File: config.mk
export PLATFORM = sky130hd
export DESIGN_NAME = lap_stopwatch
export DESIGN_NICKNAME = d
export VERILOG_FILES = /design/src/rtl/lap_stopwatch.sv
export SDC_FILE = /design/constraint.sdc
export NUM_CORES = 1
export LEC_CHECK = 0
export ABC_AREA = 1
export BUFFER_PORTS_ARGS = -buffer_cell sky130_fd_sc_hd__buf_2
export CAP_MARGIN = 25
export CORE_MARGIN = 5
export CORE_UTILIZATION = 35
export CTS_CLUSTER_DIAMETER = 150
export DETAILED_ROUTE_END_ITERATION = 6
export PLACE_DENSITY = 0.61
export SYNTH_ARGS = -nofsm -noshare
export SYNTH_HDL_FRONTEND = slang
export SYNTH_SLANG_ARGS = --single-unit
File: constraint.sdc
create_clock -name clk_i -period 1.82 [get_ports clk_i]
set_clock_uncertainty 0.05 [all_clocks]
set_input_delay 0.091 -clock clk_i [delete_from_list [all_inputs] [get_ports clk_i]]
set_output_delay 0.091 -clock clk_i [all_outputs]
set_load 0.03 [all_outputs]
File: src/rtl/lap_stopwatch.sv
// Run/pause/clear BCD stopwatch (M:SS.t) with prescaled 0.1 s tick,
// up/down counting, saturate-or-wrap at the top, and a lap display hold.
module lap_stopwatch #(
    parameter int unsigned TICK_DIV = 10_000_000,
    parameter int unsigned MAX_MIN  = 9,
    parameter bit          WRAP     = 1'b0
) (
    input  logic        clk_i,
    input  logic        rst_ni,
    input  logic        start_i,
    input  logic        stop_i,
    input  logic        clear_i,
    input  logic        lap_i,
    input  logic        dir_i,
    input  logic        load_i,
    input  logic [15:0] load_val_i,
    output logic [3:0]  digit0_o,
    output logic [3:0]  digit1_o,
    output logic [3:0]  digit2_o,
    output logic [3:0]  digit3_o,
    output logic        running_o,
    output logic        lap_active_o,
    output logic        done_o,
    output logic        tick_o
);

    localparam int unsigned PW         = (TICK_DIV > 2) ? $clog2(TICK_DIV) : 1;
    localparam logic [PW-1:0] PRESC_LAST = PW'(TICK_DIV - 1);
    localparam logic [3:0]  MIN_TOP    = 4'(MAX_MIN);
    localparam logic [15:0] TIME_MAX   = {MIN_TOP, 4'd5, 4'd9, 4'd9};

    typedef enum logic {
        IDLE = 1'b0,
        RUN  = 1'b1
    } state_e;

    state_e          state_q, state_d;
    logic            dir_q, dir_d;
    logic [PW-1:0]   presc_q, presc_d;
    logic [15:0]     time_q, time_d;
    logic [15:0]     snap_q, snap_d;
    logic [15:0]     disp_q, disp_d;
    logic            lap_q, lap_d;
    logic            done_d, tick_d;

    logic            run_adv;
    logic            tick_cond;
    logic            start_ok;
    logic            at_max;
    logic [15:0]     time_inc;
    logic [15:0]     time_dec;
    logic            terminal;

    // BCD increment with full carry ripple; top wraps to zero
    function automatic logic [15:0] bcd_inc(input logic [15:0] t);
        logic [3:0] m, st, su, te;
        {m, st, su, te} = t;
        if (te != 4'd9) begin
            te = te + 4'd1;
        end else begin
            te = 4'd0;
            if (su != 4'd9) begin
                su = su + 4'd1;
            end else begin
                su = 4'd0;
                if (st != 4'd5) begin
                    st = st + 4'd1;
                end else begin
                    st = 4'd0;
                    m  = (m != MIN_TOP) ? m + 4'd1 : 4'd0;
                end
            end
        end
        return {m, st, su, te};
    endfunction

    // BCD decrement with full borrow ripple
    function automatic logic [15:0] bcd_dec(input logic [15:0] t);
        logic [3:0] m, st, su, te;
        {m, st, su, te} = t;
        if (te != 4'd0) begin
            te = te - 4'd1;
        end else begin
            te = 4'd9;
            if (su != 4'd0) begin
                su = su - 4'd1;
            end else begin
                su = 4'd9;
                if (st != 4'd0) begin
                    st = st - 4'd1;
                end else begin
                    st = 4'd5;
                    m  = (m != 4'd0) ? m - 4'd1 : MIN_TOP;
                end
            end
        end
        return {m, st, su, te};
    endfunction

    // Per-field clamp of a loaded BCD value
    function automatic logic [15:0] bcd_clamp(input logic [15:0] v);
        logic [3:0] m, st, su, te;
        m  = (v[15:12] > MIN_TOP) ? MIN_TOP : v[15:12];
        st = (v[11:8]  > 4'd5)    ? 4'd5    : v[11:8];
        su = (v[7:4]   > 4'd9)    ? 4'd9    : v[7:4];
        te = (v[3:0]   > 4'd9)    ? 4'd9    : v[3:0];
        return {m, st, su, te};
    endfunction

    // Shared decode: stop/clear pause the prescaler in the cycle they arrive
    always_comb begin
        run_adv   = (state_q == RUN) && !clear_i && !stop_i;
        tick_cond = run_adv && (presc_q == PRESC_LAST);
        at_max    = (time_q == TIME_MAX);
        time_inc  = bcd_inc(time_q);
        time_dec  = bcd_dec(time_q);
        start_ok  = (state_q == IDLE) && start_i && !clear_i && !load_i && !stop_i
                    && !(dir_i && (time_q == 16'h0000));
        terminal  = tick_cond && (dir_q ? (time_dec == 16'h0000) : (at_max && !WRAP));
    end

    // FSM state register
    always_ff @(posedge clk_i) begin
        if (!rst_ni) begin
            state_q <= IDLE;
        end else begin
            state_q <= state_d;
        end
    end

    // FSM next-state logic
    always_comb begin
        state_d = state_q;
        unique case (state_q)
            IDLE: if (start_ok) state_d = RUN;
            RUN:  if (clear_i || stop_i || terminal) state_d = IDLE;
            default: state_d = IDLE;
        endcase
    end

    // Datapath next values: time, prescaler, lap snapshot, pulses, display
    always_comb begin
        time_d  = time_q;
        snap_d  = snap_q;
        lap_d   = lap_q;
        presc_d = presc_q;
        dir_d   = dir_q;
        done_d  = 1'b0;
        tick_d  = 1'b0;
        if (clear_i) begin
            time_d  = 16'h0000;
            snap_d  = 16'h0000;
            lap_d   = 1'b0;
            presc_d = '0;
        end else begin
            if (load_i && (state_q == IDLE)) begin
                time_d = bcd_clamp(load_val_i);
            end
            if (start_ok) begin
                dir_d = dir_i;
            end
            if (run_adv) begin
                presc_d = tick_cond ? '0 : presc_q + PW'(1);
            end
            if (tick_cond) begin
                if (dir_q) begin
                    time_d = time_dec;
                    tick_d = 1'b1;
                    done_d = (time_dec == 16'h0000);
                end else if (at_max && !WRAP) begin
                    done_d = 1'b1;
                end else begin
                    time_d = time_inc;
                    tick_d = 1'b1;
                end
            end
            if (lap_i) begin
                if (!lap_q) begin
                    snap_d = time_q;
                    lap_d  = 1'b1;
                end else begin
                    lap_d  = 1'b0;
                end
            end
        end
        disp_d = lap_d ? snap_d : time_d;
    end

    // Datapath and output registers
    always_ff @(posedge clk_i) begin
        if (!rst_ni) begin
            time_q  <= 16'h0000;
            snap_q  <= 16'h0000;
            disp_q  <= 16'h0000;
            lap_q   <= 1'b0;
            presc_q <= '0;
            dir_q   <= 1'b0;
            done_o  <= 1'b0;
            tick_o  <= 1'b0;
        end else begin
            time_q  <= time_d;
            snap_q  <= snap_d;
            disp_q  <= disp_d;
            lap_q   <= lap_d;
            presc_q <= presc_d;
            dir_q   <= dir_d;
            done_o  <= done_d;
            tick_o  <= tick_d;
        end
    end

    assign digit0_o     = disp_q[3:0];
    assign digit1_o     = disp_q[7:4];
    assign digit2_o     = disp_q[11:8];
    assign digit3_o     = disp_q[15:12];
    assign running_o    = (state_q == RUN);
    assign lap_active_o = lap_q;

endmodule

==> tab_implementation.tex <==
\begin{tabular}{lr}
\hline
Metric & Value \\
\hline
\multicolumn{2}{l}{\textbf{Clocking}} \\
Htree depth & 3 \\
Maximum root-to-sink buffer count & 2 \\
Clock-pin slew on the worst setup and hold paths & 60 ps \\
TritonCTS clock tree & done \\
Clock sink count & 77 \\
Source-to-sink clock delay at the later pin of the worst-skew pair & 340 ps \\
Clock buffers created by TritonCTS & 9 \\
Clock Root Buffer & clkbuf\_16 \\
\multicolumn{2}{l}{\textbf{Run status}} \\
Result of the run & finished, violations left \\
Failing checks & setup timing \\
\multicolumn{2}{l}{\textbf{Global route}} \\
Aggregate global routing overflow & 0 \\
First-pass GRT wire length & 24800 um \\
Initial antenna violation count & 0 \\
Aggregate global-route resource usage & 19.3\% \\
Number of global-route vias before repair & 5031 \\
Maximum number of pins on one net before global-route repair & 33 \\
\multicolumn{2}{l}{\textbf{Synth}} \\
Cell type with the highest aggregate area in the netlist & dfxtp\_1 \\
Dominant cells by area after synthesis & dfxtp\_1 33\%, nand2\_1 12\%, nor2\_1 8.3\%, nand3\_1 5.6\%, inv\_1 5.1\% \\
Syn. warnings & 0 \\
Number of instances in the synthesized netlist & 703 \\
Share of synthesized flip-flops with an asynchronous set or reset & 0\% \\
Number of flops mapped to enable cells by yosys & 0 \\
Mean instance size in the synthesized netlist & 6.57 um2 \\
Part of the Yosys area used for sequential elements & 33.4\% \\
Share of the synthesized area in the top cell type & 33.4\% \\
Count of state elements after synthesis & 77 \\
Most numerous cell in the Yosys netlist & nand2\_1 \\
Post-synth cell types & 47 \\
Synthesized area & 4620 um2 \\
Synth Net Count & 741 \\
Main flop type after synthesis & dfxtp\_1 \\
Commonest cells in the netlist & 143 x nand2\_1, 102 x nor2\_1, 77 x dfxtp\_1 \\
\multicolumn{2}{l}{\textbf{Critical path}} \\
Slack of the worst reg-to-reg path & -170 ps \\
Worst R2R Path Depth & 17 \\
Most prevalent standard cell on the critical path & nand2\_1 \\
Required time of the worst setup path & 1980 ps \\
Setup crit end kind & flip-flop \\
Crit-path cells & inv\_2 -> buf\_6 -> ha\_4 -> nand2\_4 -> nor2\_4 -> nand3\_4 -> buf\_6 -> nand2\_2 -> nand2\_2 -> nor2\_1 -> nand2\_1 -> nor2\_1 -> nand2\_1 -> nand2\_1 -> nand2\_1 -> nand2\_1 -> a21oi\_1 \\
Crit path arrival time & 2150 ps \\
Crit path launch & time\_q[1] \\
CP Launch Type & flip-flop \\
Largest incremental delay on the critical path & 330 ps \\
Kind of critical path & reg2reg \\
Slowest-stage cell, CP & dfxtp\_2 \\
Worst r2r dst & running\_o \\
R2R Path Start & time\_q[1] \\
Largest fanout on the critical path & 6 \\
\multicolumn{2}{l}{\textbf{Timing}} \\
Count of final max-slew check failures & 0 \\
Slew of the pin with the lowest slew margin & 418 ps \\
Worst max-slew margin expressed relative to the limit & 72.1\% \\
Max frequency & 502 MHz \\
Period utilization & 109\% \\
Setup repair after global routing missed its margin & yes \\
Setup violators final & 36 \\
Final worst slack & -172 ps \\
Final count of hold timing violations & 0 \\
Shortest clock period the worst path allows after layout & 1990 ps \\
\multicolumn{2}{l}{\textbf{Place}} \\
Post-DP HPWL & 11700 um \\
Cell area after placement & 5970 um2 \\
Weighted congestion reported at the end of routability-driven placement & 0.945 \\
Total of buffers placed on input and output ports & 43 \\
\multicolumn{2}{l}{\textbf{Route}} \\
Final wirelength & 15600 um \\
DR pass1 iterations & 5 \\
Antenna Violating Nets Remaining & 0 \\
Number of remaining DRC errors & 0 \\
Number of violations reported at the end of detailed-routing iteration 0 & 461 \\
Average vias per placed instance & 5.08 \\
Vias after detailed routing & 5376 \\
Post-detailed-route wirelength per cell & 14.7 um \\
\multicolumn{2}{l}{\textbf{Power and ir drop}} \\
Leak & 3.06 nW \\
Worst supply voltage drop on vdd & 530 uV \\
PD cells & 651 nW/um2 \\
\multicolumn{2}{l}{\textbf{Layout}} \\
Layout Utilization & 51.2\% \\
Post-synthesis to final-layout area growth & 45.1\% \\
Cell area after layout & 6700 um2 \\
Post-layout net count & 918 \\
Share of post-route cells with drive strength above 1 & 35.0\% \\
Number of antenna repair diodes & 0 \\
FILL cells & 1298 \\
\multicolumn{2}{l}{\textbf{Worst hold path}} \\
Classification of the worst-slack hold path & in2reg \\
Hold path cells & 4 \\
Hold Crit Start & dir\_i \\
Worst hold endpoint & dir\_q \\
\multicolumn{2}{l}{\textbf{Die}} \\
Die width & 125 um \\
Area of the placeable core & 13100 um2 \\
Die height & 125 um \\
Effective utilization at floorplan & 35.3\% \\
I/O Pins & 44 \\
Number of placement rows & 42 \\
Area of the die & 15600 um2 \\
\multicolumn{2}{l}{\textbf{Job}} \\
Number of max-capacitance violations reported & 0 \\
\hline
\end{tabular}
-- placed cells by master, fill, tap and decap left out, types with 3 or more instances in the layout --
cell / synthesis / final
o21a_1: 3 / 3
clkbuf_16: 0 / 9
nor3_1: 32 / 30
o21ai_0: 47 / 40
nand2_1: 143 / 130
a21oi_1: 33 / 27
nand3_4: 2 / 5
ha_1: 14 / 9
nor4_1: 20 / 19
buf_2: 3 / 43
a22oi_1: 9 / 9
dfxtp_2: 0 / 7
o21ai_1: 10 / 9
nor2_1: 102 / 91
inv_2: 8 / 15
nor2_4: 2 / 7
nand2_2: 2 / 12
a211oi_1: 4 / 3
dfxtp_1: 77 / 70
nand3_2: 2 / 8
xor2_1: 7 / 7
inv_1: 63 / 53
buf_6: 1 / 5
nor2_2: 3 / 10
nand2_4: 2 / 5
clkinv_2: 2 / 3
nand4_1: 16 / 16
a21oi_2: 0 / 6
o21ai_2: 1 / 8
nand3_1: 52 / 43
ha_2: 0 / 3
clkinvlp_4: 0 / 3
buf_4: 1 / 140
-- registers in the layout (all words and copies together), names as in the netlist --
| register | cells |
|---|---|
| presc_q | 24 |
| tick_o | 1 |
| lap_active_o | 1 |
| running_o | 1 |
| disp_q | 16 |
| time_q | 16 |
| dir_q | 1 |
| done_o | 1 |
| snap_q | 16 |
-- layer usage --
layer	track usage, %	wire [um]
met1	27.4	7170
met2	30.2	7180
met3	2.36	845
met4	6.63	417
met5	0	0
-- power breakdown --
group,total [mW],switching [mW],internal (mW)
logic,0.840,0.516,0.324
registers,1.77,0.0305,1.74
clock network,1.75,0.670,1.08
total,4.36,1.22,3.15
-- through the flow --
stage | setup TNS (ps) | total power [mW] | setup WS (ps) | hold slack, ps | instances
after global placement | -2100 | 2.52 | -290 | 388 | 1030
after detailed placement | -2770 | 2.52 | -262 | 395 | 1030
after floorplan | 0 | 2.24 | 0.563 | 179 | 703
final | -2830 | 4.36 | -172 | 77.8 | 1059
after CTS | -1810 | 4.30 | -127 | 42.2 | 1053
after global routing | -7770 | 4.54 | -307 | 97.3 | 1059
-- kinds of logic after synthesis --
family                   Yosys count  share of synthesized area [%]
flip-flops                        77                           33.4
AND/OR/NAND/NOR                  389                           38.7
buffers and inverters             99                           8.46
XOR/XNOR                           7                           1.33
AO/OA/AOI/OAI                    117                           14.3
adder cells (fa/ha/maj)           14                           3.79
-- how the worst max path moves through the flow --
stage,endpoint,cells after the start
after floorplan,disp_q[15],13
after global placement,disp_q[15],13
after detailed placement,disp_q[15],13
after CTS,disp_q[7],15
after global routing,running_o,16
final,running_o,17
-- area by class of cell --
class	instances	area [um2]	share of cell area (%)
timing repair inverter	1	7.51	0.112
clock buffer	12	246	3.68
tap	176	220	3.29
clock inverter	2	35.0	0.523
multi-input combinational	528	3010	44.9
inverter	74	290	4.33
sequential	77	1550	23.1
timing repair buffer	189	1340	20.0
-- worst max-delay path, delay by kind of cell, from the launching register on --
kind / cells / cell delay, ps
compound gates: 1 / 50
buf+inv: 3 / 290
flops: 1 / 330
fa+ha+maj: 1 / 150
simple gates: 12 / 1000
-- what timing repair did --
| item | 4_1_cts | 5_1_grt |
|---|---|---|
| gates resized for setup | 51 | 49 |
| hold buffers | 0 | 0 |
| pin swaps | 19 | 26 |
| setup endpoints to repair | 37 | 47 |
| setup buffers | 9 | 8 |
| endpoints found under the hold margin | 0 | 0 |
| gates cloned | 0 | 2 |
Power figures use the tool's default switching activity.
